**config.mk**
```make
export PLATFORM = sky130hd
export DESIGN_NAME = rr_arbiter4
export DESIGN_NICKNAME = d
export VERILOG_FILES = /design/src/rtl/rr_arbiter4_pkg.sv /design/src/rtl/rr_arbiter4_pick.sv /design/src/rtl/rr_arbiter4.sv
export SDC_FILE = /design/constraint.sdc
export NUM_CORES = 1
export LEC_CHECK = 0
export CAP_MARGIN = 5
export CORE_MARGIN = 2
export CORE_UTILIZATION = 50
export CTS_BUF_LIST = sky130_fd_sc_hd__clkbuf_4
export CTS_CLUSTER_SIZE = 25
export DETAILED_ROUTE_END_ITERATION = 10
export DONT_BUFFER_PORTS = 1
export PLACE_DENSITY = 0.61
export SYNTH_ARGS = -nofsm -noshare
export SYNTH_HDL_FRONTEND = slang
export SYNTH_SLANG_ARGS = --single-unit
```
**constraint.sdc**
```tcl
create_clock -name clk -period 2.4 [get_ports clk]
set_clock_uncertainty 0.15 [all_clocks]
set_input_delay 0.48 -clock clk [delete_from_list [all_inputs] [get_ports clk]]
set_output_delay 0.48 -clock clk [all_outputs]
set_load 0.03 [all_outputs]
```
**src/rtl/rr_arbiter4_pkg.sv**
```systemverilog
// Shared types and helpers for the four-requester round-robin arbiter.
package rr_arbiter4_pkg;

  localparam int unsigned NUM_REQ = 4;
  localparam int unsigned IDX_W   = 2;
  localparam int unsigned CNT_W   = 8;

  typedef enum logic {
    ST_IDLE  = 1'b0,
    ST_GRANT = 1'b1
  } state_e;

  // One-hot to index, same code as the downstream 4-to-2 encoder; non-one-hot maps to 0.
  function automatic logic [IDX_W-1:0] onehot_to_idx(input logic [NUM_REQ-1:0] oh);
    logic [IDX_W-1:0] idx;
    case (oh)
      4'b0001: idx = 2'd0;
      4'b0010: idx = 2'd1;
      4'b0100: idx = 2'd2;
      4'b1000: idx = 2'd3;
      default: idx = 2'd0;
    endcase
    return idx;
  endfunction

endpackage

```
**src/rtl/rr_arbiter4_pick.sv**
```systemverilog
// Combinational rotate-priority picker: first set request at or after ptr, wrapping mod 4.
module rr_pick4
  import rr_arbiter4_pkg::*;
(
  input  logic [NUM_REQ-1:0] req,
  input  logic [IDX_W-1:0]   ptr,
  output logic [IDX_W-1:0]   winner,
  output logic               any
);

  logic [IDX_W-1:0] idx;

  // Scan from the farthest offset down so the nearest set bit is written last.
  always_comb begin
    winner = '0;
    any    = 1'b0;
    idx    = '0;
    for (int i = int'(NUM_REQ) - 1; i >= 0; i--) begin
      idx = ptr + IDX_W'(i);
      if (req[idx]) begin
        winner = idx;
        any    = 1'b1;
      end
    end
  end

endmodule

```
**src/rtl/rr_arbiter4.sv**
```systemverilog
// Round-robin arbiter with grant locking, hold-time limit and a forced-release pulse.
module rr_arbiter4
  import rr_arbiter4_pkg::*;
#(
  parameter int unsigned MAX_HOLD = 8
) (
  input  logic               clk,
  input  logic               rst_n,
  input  logic [NUM_REQ-1:0] req,
  output logic [NUM_REQ-1:0] gnt,
  output logic               gnt_valid,
  output logic [IDX_W-1:0]   gnt_id,
  output logic               timeout
);

  state_e             state_q, state_d;
  logic [IDX_W-1:0]   ptr_q, ptr_d;
  logic [IDX_W-1:0]   owner_q, owner_d;
  logic [CNT_W-1:0]   hold_cnt_q, hold_cnt_d;
  logic [NUM_REQ-1:0] gnt_q, gnt_d;
  logic               gnt_valid_q, gnt_valid_d;
  logic [IDX_W-1:0]   gnt_id_q, gnt_id_d;
  logic               timeout_q, timeout_d;

  logic [IDX_W-1:0]   pick_winner;
  logic               pick_any;

  rr_pick4 u_pick (
    .req    (req),
    .ptr    (ptr_q),
    .winner (pick_winner),
    .any    (pick_any)
  );

  // Next-state and registered-output logic.
  always_comb begin
    state_d     = state_q;
    ptr_d       = ptr_q;
    owner_d     = owner_q;
    hold_cnt_d  = hold_cnt_q;
    gnt_d       = gnt_q;
    gnt_valid_d = gnt_valid_q;
    gnt_id_d    = gnt_id_q;
    timeout_d   = 1'b0;

    case (state_q)
      ST_IDLE: begin
        if (pick_any) begin
          owner_d              = pick_winner;
          gnt_d                = '0;
          gnt_d[pick_winner]   = 1'b1;
          gnt_id_d             = onehot_to_idx(gnt_d);
          gnt_valid_d          = 1'b1;
          hold_cnt_d           = CNT_W'(1);
          state_d              = ST_GRANT;
        end
      end
      ST_GRANT: begin
        // Owner drop takes precedence over the hold limit, so a coincident drop never pulses timeout.
        if (!req[owner_q] || (hold_cnt_q == CNT_W'(MAX_HOLD))) begin
          gnt_d       = '0;
          gnt_valid_d = 1'b0;
          gnt_id_d    = '0;
          ptr_d       = owner_q + IDX_W'(1);
          state_d     = ST_IDLE;
          timeout_d   = req[owner_q];
        end else begin
          hold_cnt_d = hold_cnt_q + CNT_W'(1);
        end
      end
      default: begin
        state_d = ST_IDLE;
      end
    endcase
  end

  // State and output registers with synchronous active-low reset.
  always_ff @(posedge clk) begin
    if (!rst_n) begin
      state_q     <= ST_IDLE;
      ptr_q       <= '0;
      owner_q     <= '0;
      hold_cnt_q  <= '0;
      gnt_q       <= '0;
      gnt_valid_q <= 1'b0;
      gnt_id_q    <= '0;
      timeout_q   <= 1'b0;
    end else begin
      state_q     <= state_d;
      ptr_q       <= ptr_d;
      owner_q     <= owner_d;
      hold_cnt_q  <= hold_cnt_d;
      gnt_q       <= gnt_d;
      gnt_valid_q <= gnt_valid_d;
      gnt_id_q    <= gnt_id_d;
      timeout_q   <= timeout_d;
    end
  end

  assign gnt       = gnt_q;
  assign gnt_valid = gnt_valid_q;
  assign gnt_id    = gnt_id_q;
  assign timeout   = timeout_q;

endmodule

```
* Word level (Yosys, flattened, before mapping)
Index checks and enable logic that the tools add are counted.
Operators by class: $add $sub $neg 5, reduce and logical (&&, ||, !) cells 8, bitwise gates (word level) 1, equal/unequal tests 7, muxes and demuxes 36, order comparisons 7
Operators with widths (count):
- 2-bit by 3-bit < comparator with 1-bit output, second input constant | 6
- 8-bit 2-to-1 mux | 2
- 8-bit case mux with 2 select lines | 1
- 1-bit 2-to-1 mux | 14
- 2-bit 2-to-1 mux | 6
- 1-bit binary-select mux with 2-bit select | 5
- 8-bit by 1-bit adder with 8-bit output, second input constant | 1
- 8-bit by 4-bit equality test with 1-bit output, second input constant | 1
- 4-bit 2-to-1 mux | 2
- 4-bit case mux with 2 select lines | 1
- 2-bit AND reduction | 4
- 2-bit case mux with 3 select lines | 1
- 2-bit by 1-bit adder with 2-bit output, second input constant | 2
- 2-bit adder, second input constant | 2
- 4-bit by 2-bit equality test with 1-bit output, second input constant | 1
- 4-bit by 3-bit equality test with 1-bit output, second input constant | 1
- 4-bit equality test, second input constant | 1
- 2-bit inequality test, second input constant | 2
- 1-bit case mux with 2 select lines | 2
- 2-bit case mux with 2 select lines | 1
- 3-bit AND reduction | 1
- 1-bit demux with 2-bit select | 1
- 2-bit by 1-bit greater-or-equal comparator with 1-bit output, second input constant | 1
- 2-bit by 1-bit inequality test with 1-bit output, second input constant | 1
- 4 further kinds | 4
Word-level totals: bits in registers 21, output and inout port bits 8, bits of input ports 6, logic and storage cells 72

* Logic depth before layout (Yosys ltp)
depth after elaboration 15, depth in mapped cells 7, gate-level depth less buffers 6

* Hierarchy
From an unflattened synthesis, not the netlist that was laid out.
Unflattened totals: cells, all modules 119, area total of the unflattened synthesis 1049.8 sq um
By module, submodules not included:
- rr_arbiter4 | times used 1, seq. area each 420.4 sq um, area an instance 972.2 sq um, cells an instance 106
- rr_pick4 | times used 1, seq. area each 0.0 sq um, area an instance 77.6 sq um, cells an instance 13

* Worst setup path before layout
OpenSTA, ideal clock, no wires.
path type input -> register, from in req[3], to reg gnt_q[0], in the netlist gnt[0], stages on the path 5, data arrival time 1.598 ns, buffers on the path 1, data required time 2.133 ns, setup time 0.117 ns, slack 0.535 ns, cells stage by stage nor4_1 or2_2 clkbuf_1 nor2_1 a32o_1
On the way: longest elaborated chain between the ends 12, elaborated cells between the ends (all ways) 30, classes of those cells order compare: 2; eq/ne: 2; mux: 22; reduce/logical: 4
Ends and longest elaborated chain:
- start, declared | RTL line rr_arbiter4.sv:9 | input logic [NUM_REQ-1:0] req,
- 1-bit binary-select mux with 2-bit select | RTL line rr_arbiter4_pick.sv:20 | if (req[idx]) begin
- 1-bit 2-to-1 mux (implied by the code) | RTL line rr_arbiter4_pick.sv:20
- 2-bit 2-to-1 mux (4 in series) | RTL line rr_arbiter4_pick.sv:20
- 2-bit by 3-bit < comparator with 1-bit output (implied by the code) / 2-bit by 1-bit greater-or-equal comparator with 1-bit output (equally long branches) | RTL line rr_arbiter4.sv:51 | gnt_d[pick_winner] = 1'b1;
- 1-bit logical AND (implied by the code) | RTL line rr_arbiter4.sv:51
- 1-bit 2-to-1 mux (implied by the code) | RTL line rr_arbiter4.sv:51
- 1-bit demux with 2-bit select | RTL line rr_arbiter4.sv:51
- 4-bit 2-to-1 mux | RTL line rr_arbiter4.sv:48 | if (pick_any) begin
- 4-bit case mux with 2 select lines | RTL line rr_arbiter4.sv:46 | case (state_q)
- end signal, assigned | RTL line rr_arbiter4.sv:93 | gnt_q <= gnt_d;
- end, declared | RTL line rr_arbiter4.sv:20 | logic [NUM_REQ-1:0] gnt_q, gnt_d;
Several ways; a longest one is shown, not always the timed one. The select of a mux whose other input is x is not followed. A chain may end at the register's enable or synchronous reset.

* Worst setup path in the final report
from reg hold_cnt_q[0], to reg hold_cnt_q[0]
On the way: longest elaborated chain between the ends 4, elaborated cells between the ends (all ways) 7, classes of those cells add/sub: 1; eq/ne: 2; mux: 2; reduce/logical: 2
Ends and longest elaborated chain:
- start, declared | RTL line rr_arbiter4.sv:19 | logic [CNT_W-1:0] hold_cnt_q, hold_cnt_d;
- start signal, assigned | RTL line rr_arbiter4.sv:92 | hold_cnt_q <= hold_cnt_d;
- parallel branches: the longest is 4 deep, another holds 8-bit by 1-bit adder with 8-bit output
Several ways; the timed one is not identified. The select of a mux whose other input is x is not followed.

==> results.ini <==
[timing]
final_hold_viol_count=0
setup_viol=0
max_clock_freq_ghz=0.477
timing.max_slew.rel_slack_pct=64.2
timing.setup.tns_ps=0
max_slew.worst_pin.slew_ps=536
timing.final.crit_share_pct=87.4
fin_crit_ps=2100
drv_slew=0
setup_repair_after_global_routing_missed_its_margin=no
final_critical_path_setup_slack_ps=303

[synth]
netlist-cell-type-count=39
ys_seq_elements=21
ys_dominant_reg_cell=dfxtp_1
synthArstFlopShare_pct=0
yosysSeqAreaShare_pct=41.8
synth-edff-count=0
synth_area_mm2=0.00100
syn_area_per_cell_um2=8.97
synthesis.yosys.warnings=0
synth_fp_nets=120
syn-instance-count=112

[floorplanning]
die_area_mm2=0.00238
start_util_pct=52.3
die_x_um=48.8
floorplan.die.height_um=48.8
core_area_mm2=0.00192
row_count=16
ioPinCount=14

[global_routing]
grt.total_usage_pct=20.1
overflow=0
initial_antenna_violation_count=0
grt_pass1_vias=822
grt_pass1_wl_mm=3.75
grt_start_max_net_pins=14

[finish]
final_common_cell=dfxtp_1
antenna-diode-count=0
design_area_mm2=0.00106
fin_nets=123
final_cell_mix=dfxtp_1 (21), a21oi_1 (9), o21ai_0 (8)
layout_cells_sized_above_1_pct=8.77
final_core_util_pct=55.2
flow.area_growth_from_synthesis_pct=5.60

[routing]
met2RoutedLength_um=966
detailed_route_iter0_violations=23
wirelength_met1_mm=1.03
vias=838
postRouteWirelength_mm=2.09
top_metal_used=met4
drt_pass1_iterations=4
via_per_inst=5.94
wire_per_inst_um=14.8
postRouteAntennaNets=0
wl_met3_um=71
post-route-drc-count=0

[clock_tree]
clk_root_buffer_cell=clkbuf_4
tritoncts.num_buffers=3
ctsHtreeMaxLevel=1
cts_resized=0
ctsLongestPathBuffers=2
holdBufCountCts=0
tritoncts_clock_tree=built
worstSkewPairLatency_ps=300
cts.clk_slew.worst_paths_ps=110
cts_setup_buffers=0
clock_sinks=21

[power]
total_leakage_power_nw=0.390
power.density_mw_per_mm2=655
power.ir.vdd_worst_mv=0.445

[hold_path]
hold_path_class=in2reg

[placed_design]
numPortBuffers=0
dpl.hpwl_mm=1.54
placed_area_mm2=0.00103
pre_cts_slack_ps=334
gp_congestion=0.819

[critical_path]
crit_path_max_fanout=13
path_class=reg2reg
crit_path_max_incr_delay_ps=500
worst-endpoint-required_ps=2480
critical_path.cell_chain=inv_1, ha_1, or4b_1, o211ai_2, o21ai_0, a31oi_1
arrival_ps=2180
critical-path-slowest-cell=o211ai_2
cp-end-kind=register
start_kind=register

[outcome]
status=complete, no violations

[job]
cap_viol_max_count=0

[registers in the layout, summed over array words and instances, names as in the netlist]
name        cells
ptr_q           2
timeout         1
gnt_id          2
state_q         1
hold_cnt_q      8
owner_q         2
gnt             4
gnt_valid       1
[cells by family after synthesis]
family	Yosys count	synth area share [%]
adders and majority gates	2	2.49
DFF	21	41.8
xor gates and xnor gates	2	1.74
AOI/OAI and AO/OA	38	25.7
buffers and inverters	7	2.99
muxes	1	2.24
and+or+nand+nor	41	23.0
[cells in the mapped netlist (4+ instances only)]
| master | count | share of area (%) |
|---|---|---|
| or3_1 | 4 | 2.5 |
| dfxtp_1 | 21 | 42 |
| a21oi_1 | 9 | 4.5 |
| o21ai_0 | 8 | 4.0 |
| nand2_1 | 5 | 1.9 |
| nor2_1 | 5 | 1.9 |
| nand3_1 | 7 | 3.5 |
| nand2b_1 | 4 | 2.5 |
| inv_1 | 4 | 1.5 |
[power by group]
part           total, W  switching, W  internal, W
Clock          0.000180      0.000104    0.0000760
Sequential     0.000414     0.0000434     0.000371
Combinational  0.000100     0.0000571    0.0000431
Total          0.000695      0.000205     0.000490
[worst paths after layout]
path / start / end / slack [ps] / cells past startpoint
max: hold_cnt_q[0] / hold_cnt_q[0] / 300 / 6
min: rst_n / owner_q[0] / 150 / 1
max reg2reg: hold_cnt_q[0] / hold_cnt_q[0] / 300 / 6
min reg2reg: hold_cnt_q[7] / hold_cnt_q[7] / 350 / 2
[critical path: cells and delay by family (launching register included)]
kind	cells	cell delay (ps)
compound gates	3	810
fa+ha+maj	1	140
buf+inv	1	90
flops	1	340
simple gates	1	490
[area by class of cell]
class / count / area [um2]
fill: 185 / 861
tap: 27 / 33.8
sequential: 21 / 420
inverter: 4 / 15.0
multi-input combinational: 84 / 554
clock buffer: 4 / 30.0
timing repair buffer: 1 / 7.51
[routing by layer]
layer  global-route usage [%]  up-vias
li1                         -      424
met1                     28.4      399
met2                     29.5       11
met3                     5.21        4
met4                     8.10        0
met5                        0        -
[per-stage QoR]
stage          hold slack, ps  power (W)  std cells
3_5_place_dp              336   0.000522        137
3_3_place_gp              315   0.000520        137
4_1_cts                   140   0.000700        141
5_1_grt                   138   0.000737        141
6_report                  146   0.000695        141
2_1_floorplan             298   0.000500        112
(Power assumes the default switching activity.)
